--- src/rtl/hba_arbiter.sv ---
// hba_arbiter
//   Round-robin arbiter and master-side multiplexer for the HBA bus. Grants the
//   shared bus to one master at a time, steers that master's address, control
//   and write data onto the shared lines, and revokes a grant that is held for
//   too long.
//
// Ports
//   hba_clk           bus clock
//   hba_reset         synchronous active-high reset
//   master_request    per-master bus request, bit i = master i
//   master_abus_in    packed addresses, master i at [i*ADDR_WIDTH +: ADDR_WIDTH]
//   master_rnw_in     per-master read-not-write
//   master_select_in  per-master transfer-in-progress
//   master_dbus_in    packed write data, master i at [i*DBUS_WIDTH +: DBUS_WIDTH]
//   hba_mgrant        registered one-hot-or-zero grant
//   hba_abus          shared address (zero when nobody owns the bus)
//   hba_rnw           shared read-not-write
//   hba_select        shared select
//   hba_dbus_w        shared write data
//   arb_timeout       one-cycle pulse when the watchdog revokes a grant
//
// state   | meaning
// IDLE    | bus free, grant the next eligible requester in round-robin order
// GRANT   | one master owns the bus, watchdog counting
// HOLDOFF | one forced idle cycle after a release, may grant on its exit edge

module hba_arbiter #(
    parameter int NUM_MASTERS    = 2,
    parameter int ADDR_WIDTH     = 12,
    parameter int DBUS_WIDTH     = 8,
    parameter int TIMEOUT_CYCLES = 1024
) (
    input  logic                              hba_clk,
    input  logic                              hba_reset,
    input  logic [NUM_MASTERS-1:0]            master_request,
    input  logic [NUM_MASTERS*ADDR_WIDTH-1:0] master_abus_in,
    input  logic [NUM_MASTERS-1:0]            master_rnw_in,
    input  logic [NUM_MASTERS-1:0]            master_select_in,
    input  logic [NUM_MASTERS*DBUS_WIDTH-1:0] master_dbus_in,
    output logic [NUM_MASTERS-1:0]            hba_mgrant,
    output logic [ADDR_WIDTH-1:0]             hba_abus,
    output logic                              hba_rnw,
    output logic                              hba_select,
    output logic [DBUS_WIDTH-1:0]             hba_dbus_w,
    output logic                              arb_timeout
);

    localparam int PTR_W = (NUM_MASTERS > 1) ? $clog2(NUM_MASTERS) : 1;
    localparam int CNT_W = (TIMEOUT_CYCLES > 1) ? $clog2(TIMEOUT_CYCLES) : 1;
    localparam logic [CNT_W-1:0] CNT_LAST =
        CNT_W'((TIMEOUT_CYCLES > 0) ? TIMEOUT_CYCLES - 1 : 0);
    localparam logic [CNT_W-1:0] CNT_MAX  = '1;
    localparam logic [PTR_W-1:0] PTR_LAST = PTR_W'(NUM_MASTERS - 1);

    typedef enum logic [1:0] {
        IDLE,
        GRANT,
        HOLDOFF
    } state_t;

    state_t                 state, state_n;
    logic [NUM_MASTERS-1:0] grant_n;
    logic [PTR_W-1:0]       owner, owner_n;
    logic [PTR_W-1:0]       rr_ptr, rr_ptr_n;
    logic [NUM_MASTERS-1:0] blocked, blocked_n;
    logic [CNT_W-1:0]       cnt, cnt_n;
    logic                   timeout_n;

    logic [NUM_MASTERS-1:0] eligible;
    logic [PTR_W-1:0]       pick;
    logic [PTR_W-1:0]       owner_succ;

    // First eligible master at or above ptr, wrapping around.
    function automatic logic [PTR_W-1:0] rr_pick(input logic [NUM_MASTERS-1:0] elig,
                                                 input logic [PTR_W-1:0]       ptr);
        logic [PTR_W-1:0] sel;
        logic             found;
        int               idx;
        sel   = '0;
        found = 1'b0;
        for (int k = 0; k < NUM_MASTERS; k++) begin
            idx = (int'(ptr) + k) % NUM_MASTERS;
            if (!found && elig[idx]) begin
                sel   = PTR_W'(idx);
                found = 1'b1;
            end
        end
        return sel;
    endfunction

    assign eligible   = master_request & ~blocked;
    assign pick       = rr_pick(eligible, rr_ptr);
    assign owner_succ = (owner == PTR_LAST) ? '0 : owner + PTR_W'(1);

    always_ff @(posedge hba_clk) begin
        if (hba_reset) begin
            state       <= IDLE;
            hba_mgrant  <= '0;
            owner       <= '0;
            rr_ptr      <= '0;
            blocked     <= '0;
            cnt         <= '0;
            arb_timeout <= 1'b0;
        end else begin
            state       <= state_n;
            hba_mgrant  <= grant_n;
            owner       <= owner_n;
            rr_ptr      <= rr_ptr_n;
            blocked     <= blocked_n;
            cnt         <= cnt_n;
            arb_timeout <= timeout_n;
        end
    end

    always_comb begin
        state_n   = state;
        grant_n   = hba_mgrant;
        owner_n   = owner;
        rr_ptr_n  = rr_ptr;
        // A blocked master is released as soon as it lets go of its request.
        blocked_n = blocked & master_request;
        cnt_n     = cnt;
        timeout_n = 1'b0;

        case (state)
            IDLE, HOLDOFF: begin
                grant_n = '0;
                state_n = IDLE;
                if (|eligible) begin
                    grant_n = NUM_MASTERS'(1) << pick;
                    owner_n = pick;
                    cnt_n   = '0;
                    state_n = GRANT;
                end
            end
            GRANT: begin
                // Release wins over a watchdog expiry landing on the same cycle.
                if (!master_request[owner]) begin
                    grant_n  = '0;
                    rr_ptr_n = owner_succ;
                    state_n  = HOLDOFF;
                end else if (TIMEOUT_CYCLES != 0 && cnt == CNT_LAST) begin
                    grant_n          = '0;
                    timeout_n        = 1'b1;
                    blocked_n[owner] = 1'b1;
                    rr_ptr_n         = owner_succ;
                    state_n          = HOLDOFF;
                end else if (cnt != CNT_MAX) begin
                    cnt_n = cnt + CNT_W'(1);
                end
            end
            default: begin
                grant_n = '0;
                state_n = IDLE;
            end
        endcase
    end

    // Grant is one-hot or zero, so OR-ing the masked fields is a clean mux
    // and drives all-zero when nobody owns the bus.
    always_comb begin
        hba_abus   = '0;
        hba_rnw    = 1'b0;
        hba_select = 1'b0;
        hba_dbus_w = '0;
        for (int i = 0; i < NUM_MASTERS; i++) begin
            if (hba_mgrant[i]) begin
                hba_abus   = hba_abus   | master_abus_in[i*ADDR_WIDTH +: ADDR_WIDTH];
                hba_rnw    = hba_rnw    | master_rnw_in[i];
                hba_select = hba_select | master_select_in[i];
                hba_dbus_w = hba_dbus_w | master_dbus_in[i*DBUS_WIDTH +: DBUS_WIDTH];
            end
        end
    end

endmodule

--- config.mk ---
export PLATFORM = sky130hd
export DESIGN_NAME = hba_arbiter
export DESIGN_NICKNAME = d
export VERILOG_FILES = /design/src/rtl/hba_arbiter.sv
export SDC_FILE = /design/constraint.sdc
export NUM_CORES = 1
export LEC_CHECK = 0
export CAP_MARGIN = 20
export CORE_ASPECT_RATIO = 0.75
export CORE_MARGIN = 5
export CORE_UTILIZATION = 36
export DETAILED_ROUTE_END_ITERATION = 12
export GPL_TIMING_DRIVEN = 0
export PLACE_DENSITY = 0.84
export SYNTH_ARGS = -nofsm -noshare
export SYNTH_HDL_FRONTEND = slang
export SYNTH_SLANG_ARGS = --single-unit
--- constraint.sdc ---
create_clock -name hba_clk -period 2.3 [get_ports hba_clk]
set_input_delay 0.46 -clock hba_clk [delete_from_list [all_inputs] [get_ports hba_clk]]
set_output_delay 0.46 -clock hba_clk [all_outputs]
set_load 0.005 [all_outputs]
==> results.cfg, run 1 <==
[die]
start_util_pct = 37.6
fp.dieArea_um2 = 4310
rows = 17
die_w_um = 74.2
core_area_um2 = 2960
num_io_pins = 73
die_h_um = 58.1

[yosys]
yosys.area_share.simple_pct = 20.3
postSynth.asyncResetShare_pct = 0
yosys.cell_count.top_type = a22o_1
seq_area_frac_synth_pct = 34.2
postSynthAreaPerCell_um2 = 8.75
ys.flop_type = dfxtp_1
yosysTopAreaCell = dfxtp_1
yosys-top-cells-count = 23 x a22o_1, 19 x dfxtp_1, 8 x nand3_1
synth.area.mux_share_pct = 1.80
syn_nets = 176
syn_area_um2 = 1110
synth_edf_count = 0
synth_xor_area_share_pct = 0
syn_inst = 127
ys_ff_latch = 19
yosys.area_share.adder_pct = 1.13
synthTopCellsByArea = dfxtp_1 34%, a22o_1 18%, nand3_1 3.6%, a21oi_1 3.2%, o21ai_0 3.2%
synth_compound_area_share_pct = 39.5
yosys_warnings = 0
synth_top_family_by_area = compound AO/OA/AOI/OAI gates
synthDistinctLibCells = 33
synth_top_area_share_pct = 34.2

[timing]
rsz0062_at_grt = yes
setup_viol = 0
slew_violations = 0
fin_skew_ps = 1.77
finalHoldViolations = 0
worstMarginPinSlew_ps = 677
fin_crit_ps = 2290
relSlewSlack_pct = 54.5
fin_crit_sh_pct = 99.6
fmax_mhz = 437
finalSetupTns_ps = 0

[grt]
grt_max_degree = 12
grt_pass1_vias = 1276
antenna_found_initial = 0
grt_pass1_wl_um = 6270
overflow = 0
grt_usage_pct = 18.8

[power_and_ir_drop]
power.switching_uw = 202
p_leak_uw = 0.000727
power.share.sequential_pct = 42.7
internal_power_uw = 616
swShare_pct = 24.7
clockPowerShare_pct = 28.1
ir_drop_v = 0.000242
power.density_nw_per_um2 = 424
power_frac_comb_pct = 29.2

[final_layout]
fin_area_um2 = 1930
finalNetCount = 253
antenna_cells = 0
multi_input_area_um2 = 697
n_fill_cell = 256
area_growth_pct = 73.4
final_cells = 241
register_area_um2 = 380
postLayoutCoreUtil_pct = 65.2
layout-drive-gt1-share_pct = 3.45

[job]
maxCapViolCount = 0

[worst_setup_path]
max_stage_delay_ps = 560
worstSetupPathType = reg2out
critPathMaxFanout = 10
arrival_ps = 1830
end_kind = primary output
worst_setup_path_start_kind = flop
rrSetupSlack_ps = 330
required_ps = 1840
crit_family = buffers and inverters
slowest_stage = clkdlybuf4s50_1
critical_path.cell_chain = buf_1 -> a22o_1 -> clkdlybuf4s50_1
crit_buf_inv = 2

[clock_tree]
clk_pin_slew_ps = 70
cts_resized = 0
clock_latency_ps = 260
cts_htree_levels = 1
cts_tree = done
cts_sinks = 19
postCtsSetupRepairBufs = 0
clk_path_buf_depth = 2
hold_buffers = 0
ctsRootBufferMaster = clkbuf_8
cts_inserted_buffers = 3

[placed_design]
dp_hpwl_um = 3330
dp.cells = 237
globalplace.congestion = 0.822
placed_area_um2 = 1880
port_buffers = 72

[route]
drc_errors = 0
routed_wl_um = 4010
ant_nets = 0
drt-vias-per-instance = 5.49
first_pass_iters = 4
drt_iter0_markers = 65
vias = 1323
wire_per_inst_um = 16.7

[outcome]
outcome = completed

[worst_hold_path]
hp-class = reg2reg
## routing by layer
| metal | wire length [um] | up-vias | GRT usage (%) |
|---|---|---|---|
| met5 | 0 | - | 0 |
| met4 | 36 | 0 | 3.88 |
| met3 | 275 | 5 | 4.16 |
| met2 | 1990 | 43 | 31.4 |
| met1 | 1710 | 619 | 24.8 |
| li1 | - | 656 | - |
## flip-flops by register name (all words and copies together), names as in the netlist
| name | count |
|---|---|
| arb_timeout | 1 |
| blocked | 2 |
| cnt | 10 |
| hba_mgrant | 2 |
| owner | 1 |
| rr_ptr | 1 |
| state | 2 |
## worst min-delay path: stages (launching register included)
cell	delay (ps)
dfxtp_1	330
inv_1	60
a211oi_1	50
## path summary, 6_finish.rpt
| kind | startpoint | endpoint | cells after the start |
|---|---|---|---|
| setup / recovery | hba_mgrant[0] | hba_dbus_w[6] | 3 |
| hold / removal | rr_ptr | rr_ptr | 2 |
| setup reg to reg | cnt[0] | cnt[5] | 5 |
| hold reg to reg | rr_ptr | rr_ptr | 2 |
## cells in the final DEF (no fill, tap or decap), drive strengths merged
| cell | instances |
|---|---|
| o31a | 1 |
| o31ai | 1 |
| a21o | 3 |
| a31oi | 1 |
| nor2 | 5 |
| nand2 | 4 |
| a311o | 1 |
| mux2i | 2 |
| nand3 | 8 |
| a32o | 1 |
| nor3 | 4 |
| clkbuf | 7 |
| nor2b | 1 |
| a21boi | 5 |
| ha | 1 |
| o211a | 3 |
| or4 | 1 |
| nor3b | 3 |
| buf | 1 |
| nor4 | 2 |
| clkdlybuf4s50 | 72 |
| a21oi | 7 |
| dfxtp | 19 |
| or3 | 3 |
| and4 | 2 |
| clkinv | 1 |
| and2 | 1 |
| inv | 4 |
| nand4 | 2 |
| nand2b | 4 |
| a311oi | 2 |
| o21ai | 7 |
| a211oi | 1 |
| a22o | 23 |
## power groups by stage
stage | Combinational, uW | Clock (uW) | Sequential, uW
floorplan | 78.2 | 0 | 353
detailed placement | 238 | 0 | 356
global route | 257 | 254 | 350
global placement | 233 | 0 | 355
finish | 239 | 230 | 349
CTS | 239 | 239 | 348
## stage by stage
stage | hold slack [ps] | power (uW) | setup WS (ps)
after floorplan | 442 | 431 | 454
after global placement | 461 | 589 | 59.8
after detailed placement | 473 | 594 | 28.0
after CTS | 484 | 826 | 32.1
after global routing | 513 | 861 | -57.4
final | 489 | 818 | 9.79
## logic make-up after synthesis
logic type,after synthesis
mux,2
flops,19
simple gates,40
compound gates,56
buf+inv,9
fa+ha+maj,1
## final cells by class
cell class,instances,area share [%]
well taps,38,2.47
clock inverters,1,0.260
flip-flops and latches,19,19.7
clock buffers,3,2.14
multi-input cells,99,36.2
repair buffers,72,37.4
plain buffers,5,1.04
inverters,4,0.779
No activity file was read; power rests on OpenSTA's default activity.
==> inputs of run 2 (changes only) <==
Settings changed: SETUP_SLACK_MARGIN set to 0.5.
==> results.cfg, run 2 (synthesis results as in run 1) <==
[grt]
top_usage_layer = met2
global_route.usage.met3_pct = 4.68
met2_usage_pct = 34.7
overflow = 0
antenna_found_initial = 0
met1_usage_pct = 23.5
grt_usage_pct = 19.8
grt_pass1_vias = 1294
grt_max_degree = 11
grt_pass1_wl_um = 6530

[placed_design]
globalplace.congestion = 0.831
dp_hpwl_um = 3490
port_buffers = 72

[timing]
relSlewSlack_pct = 59.2
fmax_mhz = 556
finalSetupTns_ps = 0
fin_crit_ps = 1800
fin_crit_sh_pct = 78.3
setup_viol = 0
rsz0062_at_grt = yes
fin_skew_ps = 4.59
finalHoldViolations = 0
slew_violations = 0
worstMarginPinSlew_ps = 607

[final_layout]
layout_commonest_cell = clkdlybuf4s50_1
largest_reg_flops = 10
antenna_cells = 0
area_growth_pct = 81.0
layout-drive-gt1-share_pct = 13.0
n_fill_cell = 224
regMostFlops = cnt
finalNetCount = 258
mostFrequentLayoutCells = 48 x clkdlybuf4s50_1, 23 x a22o_1, 18 x clkdlybuf4s15_1

[worst_setup_path]
critPathMaxFanout = 6
arrival_ps = 1970
required_ps = 2470
slowest_stage = a311o_4
worstReg2RegStart = cnt[1]
worst_setup_path_start_kind = flop
rrSetupSlack_ps = 500
r2r-end = cnt[3]
worstSetupPathType = reg2reg
reg2reg_depth = 5
end_kind = flop
max_stage_delay_ps = 440
critical_path.cell_chain = ha_4 -> and4_4 -> a311o_4 -> or3_1 -> a21boi_0

[route]
drt_iter0_markers = 75
drc_errors = 0
drt-vias-per-instance = 5.78
vias = 1421
wire_per_inst_um = 18.7
first_pass_iters = 4
routed_wl_um = 4590
ant_nets = 0

[clock_tree]
cts_tree = done
cts_htree_levels = 1
clk_path_buf_depth = 2
clock_latency_ps = 260
cts_sinks = 19
clk_pin_slew_ps = 70
hold_buffers = 0
cts_inserted_buffers = 3
ctsRootBufferMaster = clkbuf_8

[job]
maxCapViolCount = 0

[power_and_ir_drop]
p_leak_uw = 0.000790
power.density_nw_per_um2 = 412
power.total_uw = 829
ir_drop_v = 0.000306

[die]
rows = 17
fp.dieArea_um2 = 4310
num_io_pins = 73
die_w_um = 74.2
core_area_um2 = 2960
start_util_pct = 37.6
die_h_um = 58.1

[outcome]
outcome = completed

[worst_hold_path]
hp-class = reg2reg
hold_depth = 2
min_to = rr_ptr
min_from = rr_ptr
-- run 2: cell count changes in the layout (fill, tap and decap cells not counted), sizes merged --
| cell | previous run | this run |
|---|---|---|
| clkdlybuf4s50 | 72 | 48 |
| clkinv | 1 | 0 |
| dlygate4sd2 | 0 | 2 |
| buf | 1 | 5 |
| clkdlybuf4s15 | 0 | 19 |
| clkbuf | 7 | 12 |
-- run 2: area by class of cell --
class                   instances  area, um2  share of cell area (%)
plain buffers                   5       40.0                    1.99
multi-input cells              99        736                    36.6
clock buffers                   4       45.0                    2.24
flip-flops and latches         19        385                    19.2
well taps                      38       47.5                    2.36
inverters                       4       15.0                   0.747
repair buffers                 77        742                    36.9
-- run 2: worst max-delay path by stage --
| stage | startpoint | slack [ps] | cells after the start | end |
|---|---|---|---|---|
| after global routing | cnt[1] | 450 | 6 | cnt[2] |
| after CTS | master_dbus_in[4] | 460 | 3 | hba_dbus_w[4] |
| after floorplan | cnt[0] | 530 | 5 | cnt[5] |
| after detailed placement | master_request[1] | 40 | 5 | cnt[5] |
| final | cnt[1] | 500 | 5 | cnt[3] |
| after global placement | master_request[1] | 50 | 5 | cnt[5] |
-- run 2: stage by stage --
stage / worst slack (ps) / util, % / hold WS [ps] / instance area [um2] / cells
6_report: 500 / 68.0 / 498 / 2010 / 246
5_1_grt: 446 / 68.0 / 522 / 2010 / 246
4_1_cts: 465 / 67.5 / 494 / 1990 / 244
3_5_place_dp: 38.4 / 63.7 / 484 / 1880 / 237
3_3_place_gp: 46.1 / 63.7 / 469 / 1880 / 237
2_1_floorplan: 531 / - / 442 / 1120 / 127
-- run 2: per-layer routing --
metal	up-vias	share of wire [%]
met3	6	7.6
met5	-	0
li1	668	-
met4	0	1.0
met2	65	51
met1	682	40
-- run 2: worst max-delay path: cells and delay by family (launching register included) --
family | cells | cell delay, ps
adder cells (fa/ha/maj) | 1 | 160
AO/OA/AOI/OAI | 2 | 650
flip-flops | 1 | 340
AND/OR/NAND/NOR | 2 | 560
-- run 2: repair_timing --
item,CTS,global route
pin swaps,4,7
cloned,0,0
gates resized for setup,59,10
hold endpoints to repair,0,0
endpoints found under the setup margin,31,10
setup buffers,3,2
-- run 2: where the power goes --
group	leakage [uW]	internal, uW	switching [uW]
Sequential	0.000156	338	12.0
Combinational	0.000612	153	90.0
Clock	0.0000228	123	112
Total	0.000790	615	214
==> inputs of run 3 (changes only) <==
Settings changed: CORE_UTILIZATION 36 to 32, PLACE_DENSITY 0.84 to 0.8.
Clock period 2.3 ns to 1.5 ns, I/O delays scaled along.
==> results.cfg, run 3 (synthesis results as in run 1) <==
[outcome]
outcome = complete, but fails checks
violations = negative setup slack

[route]
drt_iter0_markers = 48
wire_per_inst_um = 19.6
first_pass_iters = 4
drc_errors = 0
vias = 1611
routed_wl_um = 5550
drt-vias-per-instance = 5.67
ant_nets = 0

[timing]
worstMarginPinSlew_ps = 486
hold_ws_ps = 505
fin_skew_ps = 1.59
fin_crit_ps = 1720
setup_viol = 20
fin_ws_ps = -216
slew_violations = 0
relSlewSlack_pct = 67.5
fin_crit_sh_pct = 114
fmax_mhz = 583
rsz0062_at_grt = yes
finalHoldViolations = 0

[placed_design]
placed_area_um2 = 1960
port_buffers = 72
dp.cells = 239
dp_hpwl_um = 3290
globalplace.congestion = 0.854

[final_layout]
finalNetCount = 294
fin_area_um2 = 2480
final_cells = 284
layout-drive-gt1-share_pct = 44.3
area_growth_pct = 124
antenna_cells = 0
mostFrequentLayoutCells = 45 x clkdlybuf4s50_1, 26 x buf_6, 23 x a22o_1
regMostFlops = cnt
largest_reg_flops = 10
postLayoutCoreUtil_pct = 75.0
n_fill_cell = 224
layout_commonest_cell = clkdlybuf4s50_1

[worst_setup_path]
crit_start = cnt[1]
required_ps = 1700
critPathMaxFanout = 5
worstReg2RegStart = cnt[1]
arrival_ps = 1910
worst_setup_path_start_kind = flop
reg2reg_depth = 5
end_kind = flop
max_stage_delay_ps = 430
slowest_stage = or4_4
cp-endpoint = cnt[5]
critical_path.cell_chain = ha_4 -> and4_4 -> a311o_4 -> or4_4 -> a21boi_2
r2r-end = cnt[5]
worstSetupPathType = reg2reg
rrSetupSlack_ps = -220

[die]
core_area_um2 = 3310
die_h_um = 61.0
start_util_pct = 33.6
rows = 18
fp.dieArea_um2 = 4760
num_io_pins = 73
die_w_um = 78.0

[clock_tree]
clk_path_buf_depth = 2
hold_buffers = 0
cts_tree = done
ctsRootBufferMaster = clkbuf_8
cts_sinks = 19
clk_pin_slew_ps = 70
cts_htree_levels = 1
clock_latency_ps = 250
cts_inserted_buffers = 3

[grt]
antenna_found_initial = 0
grt_pass1_wl_um = 7730
grt_usage_pct = 20.6
grt_pass1_vias = 1534
grt_max_degree = 11
overflow = 0

[power_and_ir_drop]
power.density_nw_per_um2 = 564
ir_drop_v = 0.000561
p_leak_uw = 0.00107

[worst_hold_path]
hp-class = in2reg

[job]
maxCapViolCount = 0
-- run 3: cell type report --
type                            count  area (um2)  share of cell area (%)
Buffer                              5        67.6                    2.72
Tap cell                           40        50.0                    2.02
Timing Repair Buffer              112        1020                    41.1
Clock buffer                        4        45.0                    1.81
Sequential cell                    19         402                    16.2
Multi-Input combinational cell    100         883                    35.6
Inverter                            4        15.0                   0.605
-- run 3: worst min path at each step --
stage,startpoint,end,slack (ps),cells past startpoint
after CTS,rr_ptr,rr_ptr,490,2
after floorplan,rr_ptr,rr_ptr,440,2
after global placement,rr_ptr,rr_ptr,470,2
final,master_request[0],blocked[0],510,2
after global routing,master_request[0],blocked[0],510,2
after detailed placement,rr_ptr,rr_ptr,480,2
-- run 3: worst max-delay path, delay by kind of cell, from the launching register on --
| kind | cells | cell delay (ps) |
|---|---|---|
| simple gates | 2 | 630 |
| flops | 1 | 350 |
| fa+ha+maj | 1 | 150 |
| compound gates | 2 | 520 |
-- run 3: metrics by stage --
step                power, uW  setup slack, ps  setup TNS (ps)
floorplan                 682             -176            -453
global placement          924             -493           -8700
detailed placement        933             -552           -9810
CTS                      1320             -222           -2470
global route             1450             -256           -3350
finish                   1400             -216           -2170
-- run 3: repair_timing --
action / in CTS / in global routing
gates cloned: 4 / 0
setup endpoints to repair: 44 / 44
pin swaps: 11 / 21
gates resized for setup: 119 / 56
buffers inserted: 26 / 11
-- run 3: metal layers --
metal / GRT usage (%) / vias up / routed length (um)
met3: 4.68 / 6 / 482
met1: 24.0 / 780 / 2130
met2: 39.6 / 75 / 2910
met4: 3.86 / 0 / 31
met5: 0 / - / 0
li1: - / 750 / -
-- run 3: power breakdown --
| part | total (uW) | switching [uW] | leakage, uW | internal, uW |
|---|---|---|---|---|
| Clock | 357 | 168 | 0.0000228 | 189 |
| Combinational | 511 | 190 | 0.000893 | 321 |
| Sequential | 533 | 19.1 | 0.000159 | 514 |
